[src/rtl/div_sched_pkg.sv]
// Shared types and constants for the div_sched divider scheduler.
package div_sched_pkg;

   localparam int TMO_CYC_DEF = 64;
   localparam int DIV_DW_MAX  = 64;
   localparam int DIV_ID_MAX  = 3;

   typedef enum logic [2:0] {
      IDLE,
      ISSUE,
      WAIT_DROP,
      WAIT_RDY,
      RESP
   } div_sched_st_t;

   // Sized for the widest supported build; narrower builds cast on the way in and out.
   typedef struct packed {
      logic [DIV_DW_MAX-1:0] a;
      logic [DIV_DW_MAX-1:0] b;
      logic [DIV_ID_MAX-1:0] id;
   } div_req_t;

   function automatic int wrap_inc(input int v, input int n);
      return (v + 1 >= n) ? 0 : v + 1;
   endfunction

endpackage

[src/rtl/div_sched_rr_arbiter.sv]
// Round-robin arbiter: searches from the pointer upward, pointer moves past the winner on advance.
module rr_arbiter
   import div_sched_pkg::*;
#(
   parameter  int N  = 4,
   localparam int IW = $clog2(N)
) (
   input  logic          clk_i,
   input  logic          rst_i,
   input  logic [N-1:0]  req_i,
   input  logic          advance_i,
   output logic [N-1:0]  grant_o,
   output logic [IW-1:0] idx_o,
   output logic          any_o
);

   logic [IW-1:0] r_ptr;
   logic          w_found;

   function automatic int rr_pos(input int p, input int i, input int n);
      int j;
      j = p + i;
      return (j >= n) ? j - n : j;
   endfunction

   always_comb begin
      // NOTE: every output gets a default before the search so no path leaves it unassigned (no latch).
      grant_o = '0;
      idx_o   = '0;
      w_found = 1'b0;
      for (int i = 0; i < N; i++) begin
         if (!w_found && req_i[rr_pos(int'(r_ptr), i, N)]) begin
            w_found                           = 1'b1;
            idx_o                             = IW'(rr_pos(int'(r_ptr), i, N));
            grant_o[rr_pos(int'(r_ptr), i, N)] = 1'b1;
         end
      end
   end

   assign any_o = w_found;

   // NOTE: state is updated with <= so every flop samples the pre-edge values of its inputs.
   always_ff @(posedge clk_i) begin
      if (rst_i) begin
         r_ptr <= '0;
      end else if (advance_i) begin
         r_ptr <= IW'(wrap_inc(int'(idx_o), N));
      end
   end

endmodule

[src/rtl/div_sched.sv]
// Round-robin scheduler sharing one iterative divider between N_REQ requesters.
// Optional feature: define DIV_ZERO_BYPASS_EN to answer B=0 requests without using the divider.
module div_sched
   import div_sched_pkg::*;
#(
   parameter  int N_REQ   = 4,
   parameter  int DW      = 32,
   parameter  int TMO_CYC = TMO_CYC_DEF,
   localparam int IW      = $clog2(N_REQ)
) (
   input  logic                clk_i,
   input  logic                rst_i,
   input  logic [N_REQ-1:0]    req_valid_i,
   input  logic [N_REQ*DW-1:0] req_a_i,
   input  logic [N_REQ*DW-1:0] req_b_i,
   output logic [N_REQ-1:0]    req_ready_o,
   output logic                div_start_o,
   output logic [DW-1:0]       div_a_o,
   output logic [DW-1:0]       div_b_o,
   input  logic                div_ready_i,
   input  logic [DW-1:0]       div_quotient_i,
   input  logic [DW-1:0]       div_remainder_i,
   output logic                rsp_valid_o,
   output logic [IW-1:0]       rsp_id_o,
   output logic [DW-1:0]       rsp_quotient_o,
   output logic [DW-1:0]       rsp_remainder_o,
   output logic                rsp_err_o,
   output logic                busy_o
);

   localparam int CW = $clog2(TMO_CYC + 1);

   div_sched_st_t    r_state, w_next;
   div_req_t         r_req;
   logic [DW-1:0]    r_quot, r_rem;
   logic             r_err;
   logic [CW-1:0]    r_cnt;

   logic [N_REQ-1:0] w_grant;
   logic [IW-1:0]    w_idx;
   logic             w_any, w_accept, w_bypass, w_tmo;
   logic [DW-1:0]    w_a_sel, w_b_sel;

   rr_arbiter #(.N(N_REQ)) u_arb (
      .clk_i     (clk_i),
      .rst_i     (rst_i),
      .req_i     (req_valid_i),
      .advance_i (w_accept),
      .grant_o   (w_grant),
      .idx_o     (w_idx),
      .any_o     (w_any)
   );

   assign w_a_sel = req_a_i[w_idx*DW +: DW];
   assign w_b_sel = req_b_i[w_idx*DW +: DW];

   // Gating on div_ready_i also covers a divider still busy from an op aborted by reset.
   assign w_accept = (r_state == IDLE) && div_ready_i && w_any && !rst_i;
   assign w_tmo    = (r_cnt == CW'(TMO_CYC - 1));

`ifdef DIV_ZERO_BYPASS_EN
   assign w_bypass = (w_b_sel == '0);
`else
   assign w_bypass = 1'b0;
`endif

   always_ff @(posedge clk_i) begin
      if (rst_i) r_state <= IDLE;
      else       r_state <= w_next;
   end

   always_comb begin
      w_next = r_state;
      case (r_state)
         IDLE:      if (w_accept) w_next = w_bypass ? RESP : ISSUE;
         ISSUE:     w_next = WAIT_DROP;
         WAIT_DROP: w_next = WAIT_RDY;
         WAIT_RDY:  if (div_ready_i || w_tmo) w_next = RESP;
         RESP:      w_next = IDLE;
         default:   w_next = IDLE;
      endcase
   end

   always_comb begin
      req_ready_o = '0;
      div_start_o = 1'b0;
      rsp_valid_o = 1'b0;
      rsp_err_o   = 1'b0;
      busy_o      = (r_state != IDLE);
      case (r_state)
         IDLE:    if (w_accept) req_ready_o = w_grant;
         ISSUE:   div_start_o = 1'b1;
         RESP: begin
            rsp_valid_o = 1'b1;
            rsp_err_o   = r_err;
         end
         default: ;
      endcase
   end

   always_ff @(posedge clk_i) begin
      if (rst_i) begin
         r_req  <= '0;
         r_quot <= '0;
         r_rem  <= '0;
         r_err  <= 1'b0;
         r_cnt  <= '0;
      end else begin
         if (w_accept) begin
            r_req <= '{a: DIV_DW_MAX'(w_a_sel), b: DIV_DW_MAX'(w_b_sel), id: DIV_ID_MAX'(w_idx)};
            if (w_bypass) begin
               r_quot <= '1;
               r_rem  <= w_a_sel;
               r_err  <= 1'b1;
            end
         end
         case (r_state)
            ISSUE:     r_cnt <= '0;
            WAIT_DROP: r_cnt <= r_cnt + 1'b1;
            WAIT_RDY: begin
               r_cnt <= r_cnt + 1'b1;
               // Ready is checked first so a simultaneous timeout still completes normally.
               if (div_ready_i) begin
                  r_quot <= div_quotient_i;
                  r_rem  <= div_remainder_i;
                  r_err  <= 1'b0;
               end else if (w_tmo) begin
                  r_quot <= '0;
                  r_rem  <= '0;
                  r_err  <= 1'b1;
               end
            end
            default: ;
         endcase
      end
   end

   assign div_a_o         = DW'(r_req.a);
   assign div_b_o         = DW'(r_req.b);
   assign rsp_id_o        = IW'(r_req.id);
   assign rsp_quotient_o  = r_quot;
   assign rsp_remainder_o = r_rem;

endmodule

[config.mk]
export PLATFORM = sky130hd
export DESIGN_NAME = div_sched
export DESIGN_NICKNAME = d
export VERILOG_FILES = /design/src/rtl/div_sched_pkg.sv /design/src/rtl/div_sched_rr_arbiter.sv /design/src/rtl/div_sched.sv
export SDC_FILE = /design/constraint.sdc
export NUM_CORES = 1
export LEC_CHECK = 0
export ABC_AREA = 1
export CORE_AREA = 2 2 180 182
export CTS_BUF_LIST = sky130_fd_sc_hd__clkbuf_8
export DETAILED_ROUTE_END_ITERATION = 6
export DIE_AREA = 0 0 182 184
export GPL_ROUTABILITY_DRIVEN = 0
export PLACE_DENSITY = 0.65
export SETUP_SLACK_MARGIN = 0.4
export SLEW_MARGIN = 20
export SYNTH_ARGS = -nofsm -noshare
export SYNTH_HDL_FRONTEND = slang
export SYNTH_SLANG_ARGS = --single-unit
[constraint.sdc]
create_clock -name clk_i -period 2.87 [get_ports clk_i]
set_clock_uncertainty 0.05 [all_clocks]
set_input_delay 0.574 -clock clk_i [delete_from_list [all_inputs] [get_ports clk_i]]
set_output_delay 0.574 -clock clk_i [all_outputs]
set_load 0.01 [all_outputs]
==> flow_summary_export.csv <==
group,metric,value,unit
run_status,status,"finished clean",
global_route,grt_use_met3,5.646,%
routing,wl_per_cell,16.71,µm
synthesis,synth_area_leaders,"dfxtp_1, nand2_1, nand3_1, a21oi_1, buf_2",
global_route,busiest_layer,"met2",
timing,setup_viol,0,
synthesis,synth_area,7395,µm²
floorplan,start_util,23.56,%
timing,maxSlewHeadroom,45.10,%
critical_path,end_kind,"output pin",
critical_path,critPathMaxStageDelay,0.51,ns
timing,max_freq,360.0,MHz
critical_path,cp_max_fo,4,
critical_path,critPathSlowestCell,"clkdlybuf4s50_1",
global_route,grt_pass1_wl,49580,µm
finish,nNetsFinal,1935,
timing,holdWs,0.4137,ns
synthesis,synth-seq-area-share,38.71,%
critical_path,worstSetupStartpointType,"input port",
critical_path,crit_chain,"clkdlybuf4s50_1, nand2_2, nand2_1, nand2_2, nand2_4, nor2_4, nand2_4, o22ai_2, a21oi_2, o21ai_1, nand2_1, inv_1, buf_2",
floorplan,rows,65,
floorplan,fp.dieW,182,µm
global_route,grtUsageMet1,21.65,%
clock_tree,hold_buffers,0,
timing,finalHoldViolations,0,
critical_path,cp.required,2.25,ns
synthesis,avgSynthCellArea,6.347,µm²
critical_path,cp_num_buf_inv,3,
timing,fin_ws,0.09186,ns
global_route,grt_start_max_net_pins,76,
synthesis,syn_inst,1165,
routing,drc,0,
timing,fin_setup_tns,0,ns
synthesis,ys_ff_latch,143,
job,drv_cap,0,
routing,routed_wl,33720,µm
placed_design,hpwl,24120,µm
timing,rsz0062_at_grt,"yes",
floorplan,num_io_pins,465,
synthesis,post-synth-top-count-cell,"nand2_1",
clock_tree,worst_skew_pair.late_latency,0.44,ns
floorplan,die_area,33490,µm²
synthesis,synth.net_count,1497,
pwr,power.leakage,5.336,nW
clock_tree,numCtsBuffers,17,
synthesis,yosys.area.top_type,"dfxtp_1",
clock_tree,cts_tree,"yes",
placed_design,preCtsSetupSlack,-0.3034,ns
synthesis,yosys_warnings,0,
synthesis,synthDominantCellAreaShare,38.71,%
critical_path,path_delay_family,"buffers and inverters",
critical_path,worst_ep_arrival_time,2.15,ns
finish,antenna_cells,0,
synthesis,async_reset_ff_share,0,%
floorplan,coreArea,31390,µm²
timing,period_minus_slack,2.778,ns
pwr,p_total,0.01090,W
critical_path,r2r_slack,0.39,ns
pwr,powerDensity,830.8,nW/µm²
global_route,antenna_found_initial,0,
clock_tree,clockBufferDepth,2,
placed_design,io_buffers,464,
global_route,grt_usage,18.63,%
global_route,grt_pass1_vias,9123,
global_route,grt.overflow.total,0,
synthesis,synth_ff_type,"dfxtp_1",
clock_tree,clkSinkCount,143,
synthesis,ys_top_cells_by_count,"nand2_1, nand3_1, a21oi_1, dfxtp_1, buf_2",
routing,num_vias,9371,
finish,drive_gt1_share,6.993,%
synthesis,synth_edf_count,0,
finish,fillers,3221,
timing,worst_pin_slew,0.8234,ns
clock_tree,htreeDepth,4,
timing,final_max_slew_viol_count,0,
routing,drt_iter0_drc,429,
floorplan,die_h,184,µm
routing,avgViaCountPerCell,4.644,
global_route,grt_use_met2,33.37,%
finish,syn_to_final_growth,77.48,%
clock_tree,path_clk_slew,0.09,ns
synthesis,ys_types,32,
routing,ant_nets,0,
min_path,min_path_type,"reg -> reg",
critical_path,crit_type,"in -> out",
pwr,peakVddDrop,0.0004819,V
routing,dr.pass1.iters,5,
timing,min_period_over_period,96.80,%
clock_tree,root_buffer,"clkbuf_8",
==> final cells by class <==
class,instances,area [µm²],share of cell area (%)
multi-input cells,902,4091,31.18
flip-flops and latches,143,2865,21.83
clock inverters,15,145.1,1.106
well taps,402,503.0,3.833
repair buffers,501,5125,39.05
inverters,38,160.2,1.220
clock buffers,17,234.0,1.783
==> state kept, by name, summed over array words and instances (netlist names) <==
register,cells
rsp_quotient_o,32
r_err,1
r_state,3
r_cnt,7
div_b_o,32
rsp_id_o,2
u_arb.r_ptr,2
rsp_remainder_o,32
div_a_o,32
==> worst min-delay path: stages, from the launching register on <==
cell and delay, ns:
dfxtp_1 0.32, nand2_1 0.06, a21oi_1 0.05
==> through the flow <==
stage,utilization [%],std cells,instance area (µm²)
global route,41.81,2018,13120
global placement,39.88,1981,12520
floorplan,-,1165,7400
finish,41.81,2018,13120
detailed placement,39.88,1981,12520
CTS,41.20,2015,12930
==> routing by layer <==
layer	part of all wire, %	vias up
met5	0	-
met4	1.8	0
met3	8.0	39
met2	49	389
met1	41	4274
li1	-	4669
==> placed cells by master (no fill, tap or decap), drive strengths merged, types with 5 or more instances in the layout <==
cell type / instances
nand3: 184
clkdlybuf4s50: 457
nor2: 17
clkinv: 5
o21ai: 9
clkbuf: 21
buf: 38
inv: 46
nand2: 513
ha: 5
a21oi: 155
dfxtp: 143
==> cell families (layout without fill, tap and decap cells) <==
| family | after synthesis | count (layout) | synth area share [%] |
|---|---|---|---|
| adder cells (fa/ha/maj) | 5 | 5 | 0.8460 |
| AND/OR/NAND/NOR | 724 | 724 | 40.85 |
| flip-flops | 143 | 143 | 38.71 |
| AO/OA/AOI/OAI | 173 | 173 | 11.95 |
| buffers and inverters | 120 | 571 | 7.648 |
==> report_power, final <==
group          switching [W]  internal [W]  total (W)
sequential          0.000248       0.00244    0.00268
clock               0.000979      0.000643    0.00162
combinational        0.00374       0.00285    0.00660
total                0.00497       0.00593     0.0109
==> what timing repair did <==
item	CTS	global route
resized for setup	32	27
setup buffers	2	0
cloned	0	3
endpoints found under the setup margin	65	60
pin swaps	12	10
==> worst paths after layout <==
check                           start                  end  cells after the start
setup reg to reg       u_arb.r_ptr[0]           div_b_o[0]                     15
hold / removal    rsp_remainder_o[17]  rsp_remainder_o[17]                      2
setup / recovery       req_valid_i[0]       req_ready_o[0]                     13
hold reg to reg   rsp_remainder_o[17]  rsp_remainder_o[17]                      2
No activity file was read; power rests on OpenSTA's default activity.
